--- config.mk ---
export PLATFORM = sky130hd
export DESIGN_NAME = regfile_wb_arbiter
export DESIGN_NICKNAME = d
export VERILOG_FILES = /design/src/rtl/regfile_wb_arbiter_pkg.sv /design/src/rtl/regfile_wb_arbiter_fifo.sv /design/src/rtl/regfile_wb_arbiter.sv
export SDC_FILE = /design/constraint.sdc
export NUM_CORES = 1
export LEC_CHECK = 0
export CAP_MARGIN = 0
export CORE_UTILIZATION = 55
export CTS_BUF_LIST = sky130_fd_sc_hd__clkbuf_4 sky130_fd_sc_hd__clkbuf_8
export CTS_CLUSTER_DIAMETER = 120
export DETAILED_ROUTE_END_ITERATION = 16
export PLACE_DENSITY = 0.92
export SKIP_CTS_REPAIR_TIMING = 1
export SYNTH_ARGS = -nofsm -noshare
export SYNTH_HDL_FRONTEND = slang
export SYNTH_SLANG_ARGS = --single-unit
export TNS_END_PERCENT = 30
--- constraint.sdc ---
create_clock -name clk_i -period 4.2 [get_ports clk_i]
set_clock_uncertainty 0.05 [all_clocks]
set_input_delay 0.84 -clock clk_i [delete_from_list [all_inputs] [get_ports clk_i]]
set_output_delay 0.84 -clock clk_i [all_outputs]
set_load 0.05 [all_outputs]
--- src/rtl/regfile_wb_arbiter_pkg.sv ---
// Shared types for the register-file writeback arbiter: data widths,
// the buffered MDU result layout and the starvation FSM states.
package regfile_wb_arbiter_pkg;
  localparam int XLEN       = 32;
  localparam int REG_ADDR_W = 5;
  localparam int ENTRY_W    = REG_ADDR_W + XLEN;

  typedef struct packed {
    logic [REG_ADDR_W-1:0] rd;
    logic [XLEN-1:0]       data;
  } fifo_entry_t;

  typedef enum logic {
    ST_NORMAL = 1'b0,
    ST_HOLD   = 1'b1
  } arb_state_e;
endpackage

--- src/rtl/regfile_wb_arbiter_fifo.sv ---
// Circular buffer of MDU results; the head entry is visible combinationally
// so the arbiter can write it in the same cycle it is popped.
module wb_result_fifo
  import regfile_wb_arbiter_pkg::*;
#(
  parameter int DEPTH = 2
) (
  input  logic                     clk_i,
  input  logic                     rst_i,
  input  logic                     push_i,
  input  logic [ENTRY_W-1:0]       din_i,
  input  logic                     pop_i,
  output logic [ENTRY_W-1:0]       head_o,
  output logic [$clog2(DEPTH):0]   count_o,
  output logic                     empty_o,
  output logic                     full_o
);
  localparam int PW = $clog2(DEPTH);
  localparam int CW = PW + 1;

  logic [ENTRY_W-1:0] mem_q [DEPTH];
  logic [PW-1:0]      wr_ptr_q, rd_ptr_q;
  logic [CW-1:0]      count_q, count_d;
  logic               do_push, do_pop;

  assign empty_o = (count_q == '0);
  assign full_o  = (count_q == CW'(DEPTH));
  assign count_o = count_q;
  assign head_o  = mem_q[rd_ptr_q];

  // Fullness is judged on the registered count, so a pop never frees a slot
  // for a push in the same cycle.
  assign do_push = push_i && !full_o;
  assign do_pop  = pop_i && !empty_o;

  always_comb begin
    count_d = count_q;
    if (do_push && !do_pop)      count_d = count_q + CW'(1);
    else if (do_pop && !do_push) count_d = count_q - CW'(1);
  end

  always_ff @(posedge clk_i or posedge rst_i) begin
    if (rst_i) begin
      wr_ptr_q <= '0;
      rd_ptr_q <= '0;
      count_q  <= '0;
    end else begin
      if (do_push) wr_ptr_q <= wr_ptr_q + PW'(1);
      if (do_pop)  rd_ptr_q <= rd_ptr_q + PW'(1);
      count_q <= count_d;
    end
  end

  always_ff @(posedge clk_i) begin
    if (do_push) mem_q[wr_ptr_q] <= din_i;
  end
endmodule

--- src/rtl/regfile_wb_arbiter.sv ---
// Owns the register file write port: pipeline writeback has priority, MDU
// results queue in a FIFO, with a scoreboard stall and starvation hold.
module regfile_wb_arbiter
  import regfile_wb_arbiter_pkg::*;
#(
  parameter int FIFO_DEPTH   = 2,
  parameter int STARVE_LIMIT = 4
) (
  input  logic        clk_i,
  input  logic        rst_i,
  input  logic        pipe_wr_en_i,
  input  logic [4:0]  pipe_rd_i,
  input  logic [31:0] pipe_data_i,
  input  logic        mdu_valid_i,
  output logic        mdu_ready_o,
  input  logic [4:0]  mdu_rd_i,
  input  logic [31:0] mdu_data_i,
  input  logic        issue_i,
  input  logic [4:0]  issue_rd_i,
  input  logic [4:0]  id_rs1_i,
  input  logic [4:0]  id_rs2_i,
  input  logic [4:0]  id_rd_i,
  output logic        sb_stall_o,
  output logic        hold_o,
  output logic        rf_we_o,
  output logic [4:0]  rf_rd_o,
  output logic [31:0] rf_data_o
);
  localparam int CW = $clog2(FIFO_DEPTH) + 1;
  localparam int SW = $clog2(STARVE_LIMIT + 1);

  logic [ENTRY_W-1:0] head_vec;
  fifo_entry_t        head, push_entry;
  logic [CW-1:0]      fifo_count;
  logic               fifo_empty, fifo_full, fifo_push, fifo_pop;
  logic               unused_full;

  arb_state_e         state_q, state_d;
  logic [SW-1:0]      starve_q, starve_d;
  logic [31:0]        pending_q, pending_d;
  logic               grant_pipe, grant_fifo;

  assign unused_full = fifo_full;
  assign head        = fifo_entry_t'(head_vec);
  assign push_entry  = '{rd: mdu_rd_i, data: mdu_data_i};
  assign mdu_ready_o = (fifo_count < CW'(FIFO_DEPTH));
  // x0 results are handshaked but dropped before they reach the queue.
  assign fifo_push   = mdu_valid_i && mdu_ready_o && (mdu_rd_i != '0);
  assign fifo_pop    = grant_fifo && !rst_i;

  wb_result_fifo #(.DEPTH(FIFO_DEPTH)) u_fifo (
    .clk_i   (clk_i),
    .rst_i   (rst_i),
    .push_i  (fifo_push),
    .din_i   (push_entry),
    .pop_i   (fifo_pop),
    .head_o  (head_vec),
    .count_o (fifo_count),
    .empty_o (fifo_empty),
    .full_o  (fifo_full)
  );

  always_comb begin
    state_d    = state_q;
    starve_d   = starve_q;
    grant_pipe = 1'b0;
    grant_fifo = 1'b0;
    case (state_q)
      ST_NORMAL: begin
        if (pipe_wr_en_i) begin
          grant_pipe = 1'b1;
          if (!fifo_empty) begin
            starve_d = starve_q + SW'(1);
            if (starve_d == SW'(STARVE_LIMIT)) state_d = ST_HOLD;
          end else begin
            starve_d = '0;
          end
        end else begin
          grant_fifo = !fifo_empty;
          starve_d   = '0;
        end
      end
      ST_HOLD: begin
        // Pipeline request ignored; the frozen MEM/WB stage re-presents it.
        grant_fifo = !fifo_empty;
        starve_d   = '0;
        state_d    = ST_NORMAL;
      end
      default: state_d = ST_NORMAL;
    endcase
  end

  always_comb begin
    rf_rd_o   = grant_fifo ? head.rd   : pipe_rd_i;
    rf_data_o = grant_fifo ? head.data : pipe_data_i;
    rf_we_o   = !rst_i && (grant_fifo || (grant_pipe && (pipe_rd_i != '0)));
  end

  // Set after clear so a same-cycle reissue of a retiring rd stays pending.
  always_comb begin
    pending_d = pending_q;
    if (fifo_pop) pending_d[head.rd] = 1'b0;
    if (issue_i)  pending_d[issue_rd_i] = 1'b1;
    pending_d[0] = 1'b0;
  end

  assign sb_stall_o = pending_q[id_rs1_i] | pending_q[id_rs2_i] | pending_q[id_rd_i];
  assign hold_o     = (state_q == ST_HOLD);

  always_ff @(posedge clk_i or posedge rst_i) begin
    if (rst_i) begin
      state_q   <= ST_NORMAL;
      starve_q  <= '0;
      pending_q <= '0;
    end else begin
      state_q   <= state_d;
      starve_q  <= starve_d;
      pending_q <= pending_d;
    end
  end
endmodule
==> metrics.txt <==
GPL Wtd Cong=between 0.9 and 1; combinational group share of total power=41.7%; EDFF count, synth=74; clock sinks=between 100 and 150; fraction of the mapped netlist area in adder cells=less than 1%; first-pass GRT wire length=23200 um; Mapped Area=roughly 5700 sq um; Data required, critical path=3310 ps; VDD IR-drop max=0.000463 V; Final Net Count=701; P_sw=1910 uW; Synth Flop Type=edfxtp_1; number of remaining DRC errors=0; post-detail-place hpwl=11000 um; CP endpoint kind=output port; share of cells above drive strength 1=12.4%; MaxCap Viol Count=0; RSZ-0062 raised after global routing=no; Layout area overhead=32.9%; sequential fraction of the synthesis area=55.8%; Final min period=between 3000 and 4000 ps; Pre-Repair DR Iteration Count=5; Mapped Cells=456; crit path DAT=3080 ps; Yosys warnings=0; Row Count=36; Die W=104 um; Tightest Pin Transition=1110 ps; Netlist cell types=54; Max H-tree Level=4; Achievable Freq=approximately 250 MHz; mux share of post-synthesis cell area=16.8%; clock-pin slew of the registers on the worst-case setup and hold paths=60 ps; CORE AREA=9950 sq um; clock tree buffer depth=2; Power Density=639 nW/um^2; Hold Fails Final Rpt=0; initial antenna violation count=0; Final Setup Violations=0; #FFs+latches synth=about 110; XOR/XNOR share of the synthesized area=0.765%; commonest non-fill, non-tap cell in the layout=clkdlybuf4s50_1; Final Slew Violations=0; largest family of logic cells by synthesized area=multiplexers; vias in the first global route=4601; CP max FO=60; Simple-Gate Fraction of Synth Area=12.6%; Routed WL per cell=19.7 um; GRT overflow=0; commonest cells after routing, fill and taps aside=clkdlybuf4s50_1 (132), nand2_1 (77), edfxtp_1 (74); Antenna diodes=0; starting density of the core=about 58%; P_int=2950 uW; total track usage=28.1%; CTS Buf Count=17; Finished Core Util=76.5%; outcome=finished clean; largest net degree at the start of global routing=61; Clock power frac=21.0%; DIE AREA=10800 sq um; CTS Root Cell=clkbuf_8; final hold slack=396 ps; TritonCTS clock tree=done; Sw Share=between 30% and 40%; syn_nets=558; Vias/cell=about 6; Final ANT Viol Nets=0; Rel. slew slack=around 26%; Iteration-0 DRC Markers=around 230; post-synthesis compound-gate area fraction=between 10% and 20%; Async SR Flop Fraction=34.5%; port bufs=139; Synth Area per Inst=12.6 sq um; Crit Path Class=input pin to output port; drt total wl=14700 um; top-level I/O count=between 100 and 150; HP Class=register to register; Clk Latency, worst-skew pair=430 ps; via count=4419; Worst Setup Start Kind=input pin; Leak=0.00290 uW; Die Y=104 um; final-layout fill cell count=595; total negative slack=0 ps; sequential share of power=37.3%; ratio of final minimum period to clock period=94.5%
## cell usage after synthesis, drive strengths merged (2+ instances only)
library cell	n	area [sq um]
a21oi	4	20.0
a22o	15	131
a31oi	2	12.5
and2	3	18.8
and4	2	17.5
buf	17	118
clkbuf	6	22.5
dfrtp	39	976
edfxtp	74	2220
ha	3	37.5
inv	4	15.0
mux2	5	60.1
mux2i	56	589
mux4	14	315
nand2	77	289
nand2b	6	37.5
nand3	8	40.0
nand3b	7	52.6
nor2	17	63.8
nor2b	5	31.3
nor3	3	20.0
nor3b	5	37.5
nor4	2	42.5
o211ai	3	22.5
o21ai	41	209
o2bb2ai	16	140
xnor2	3	26.3
xor2	2	17.5
## worst paths after layout
path	startpoint	to	slack [ps]	cells past startpoint
max	pipe_wr_en_i	rf_data_o[16]	230	7
min	starve_q[0]	starve_q[0]	400	1
max reg2reg	u_fifo.rd_ptr_q	pending_q[7]	1910	5
min reg2reg	starve_q[0]	starve_q[0]	400	1
max in group asynchronous	rst_i	u_fifo.rd_ptr_q	2890	3
min in group asynchronous	rst_i	pending_q[3]	940	3
## flip-flops by register name, indices dropped and copies added (netlist names)
register and count:
pending_q 31, starve_q 3, u_fifo.wr_ptr_q 1, hold_o 1
u_fifo.rd_ptr_q 1, u_fifo.mem_q 74, u_fifo.count_o 2
## power by group through the flow
stage	Clock [uW]	Sequential (uW)	Combinational (uW)
after global routing	1080	1850	2140
after global placement	0	1800	1960
final	1020	1810	2030
after detailed placement	0	1820	2010
after CTS	1030	1800	2030
after floorplan	0	1680	1500
## metal layers
| layer | track usage [%] | wire [um] | share of wire [%] | vias to the layer above |
|---|---|---|---|---|
| met2 | 50.3 | 7750 | 53 | 213 |
| met4 | 12.3 | 393 | 2.7 | 0 |
| met5 | 0 | 0 | 0 | - |
| met3 | 7.46 | 1060 | 7.2 | 40 |
| li1 | - | - | - | 2021 |
| met1 | 31.2 | 5460 | 37 | 2145 |
## critical path: stages
cell and delay [ps]:
clkdlybuf4s50_1 470, nand2b_1 110, o21ai_4 230, buf_12 290
nand2_1 90, o21ai_0 140, clkdlybuf4s50_1 890
## layout make-up
cell class	count	area (sq um)	share of cell area, %
flip-flops and latches	113	3200	42.0
clock buffers	19	249	3.27
inverters	4	15.0	0.197
repair buffers	147	1450	19.0
well taps	133	166	2.19
clock inverters	13	144	1.89
multi-input cells	316	2390	31.4
## metrics by stage
| step | std cells | power [uW] | instance area, sq um | setup slack, ps |
|---|---|---|---|---|
| floorplan | 456 | 3180 | 5730 | 793 |
| global placement | 713 | 3760 | 7220 | 387 |
| detailed placement | 713 | 3830 | 7220 | 311 |
| CTS | 745 | 4860 | 7610 | 223 |
| global route | 745 | 5060 | 7610 | 138 |
| finish | 745 | 4860 | 7610 | 231 |
## cell families after synthesis
family / count (synthesis)
buffers and inverters: 27
AOI/OAI and AO/OA: 89
muxes: 75
DFF: 113
adders and majority gates: 3
xor gates and xnor gates: 5
and+or+nand+nor: 144
(Power assumes the default switching activity.)
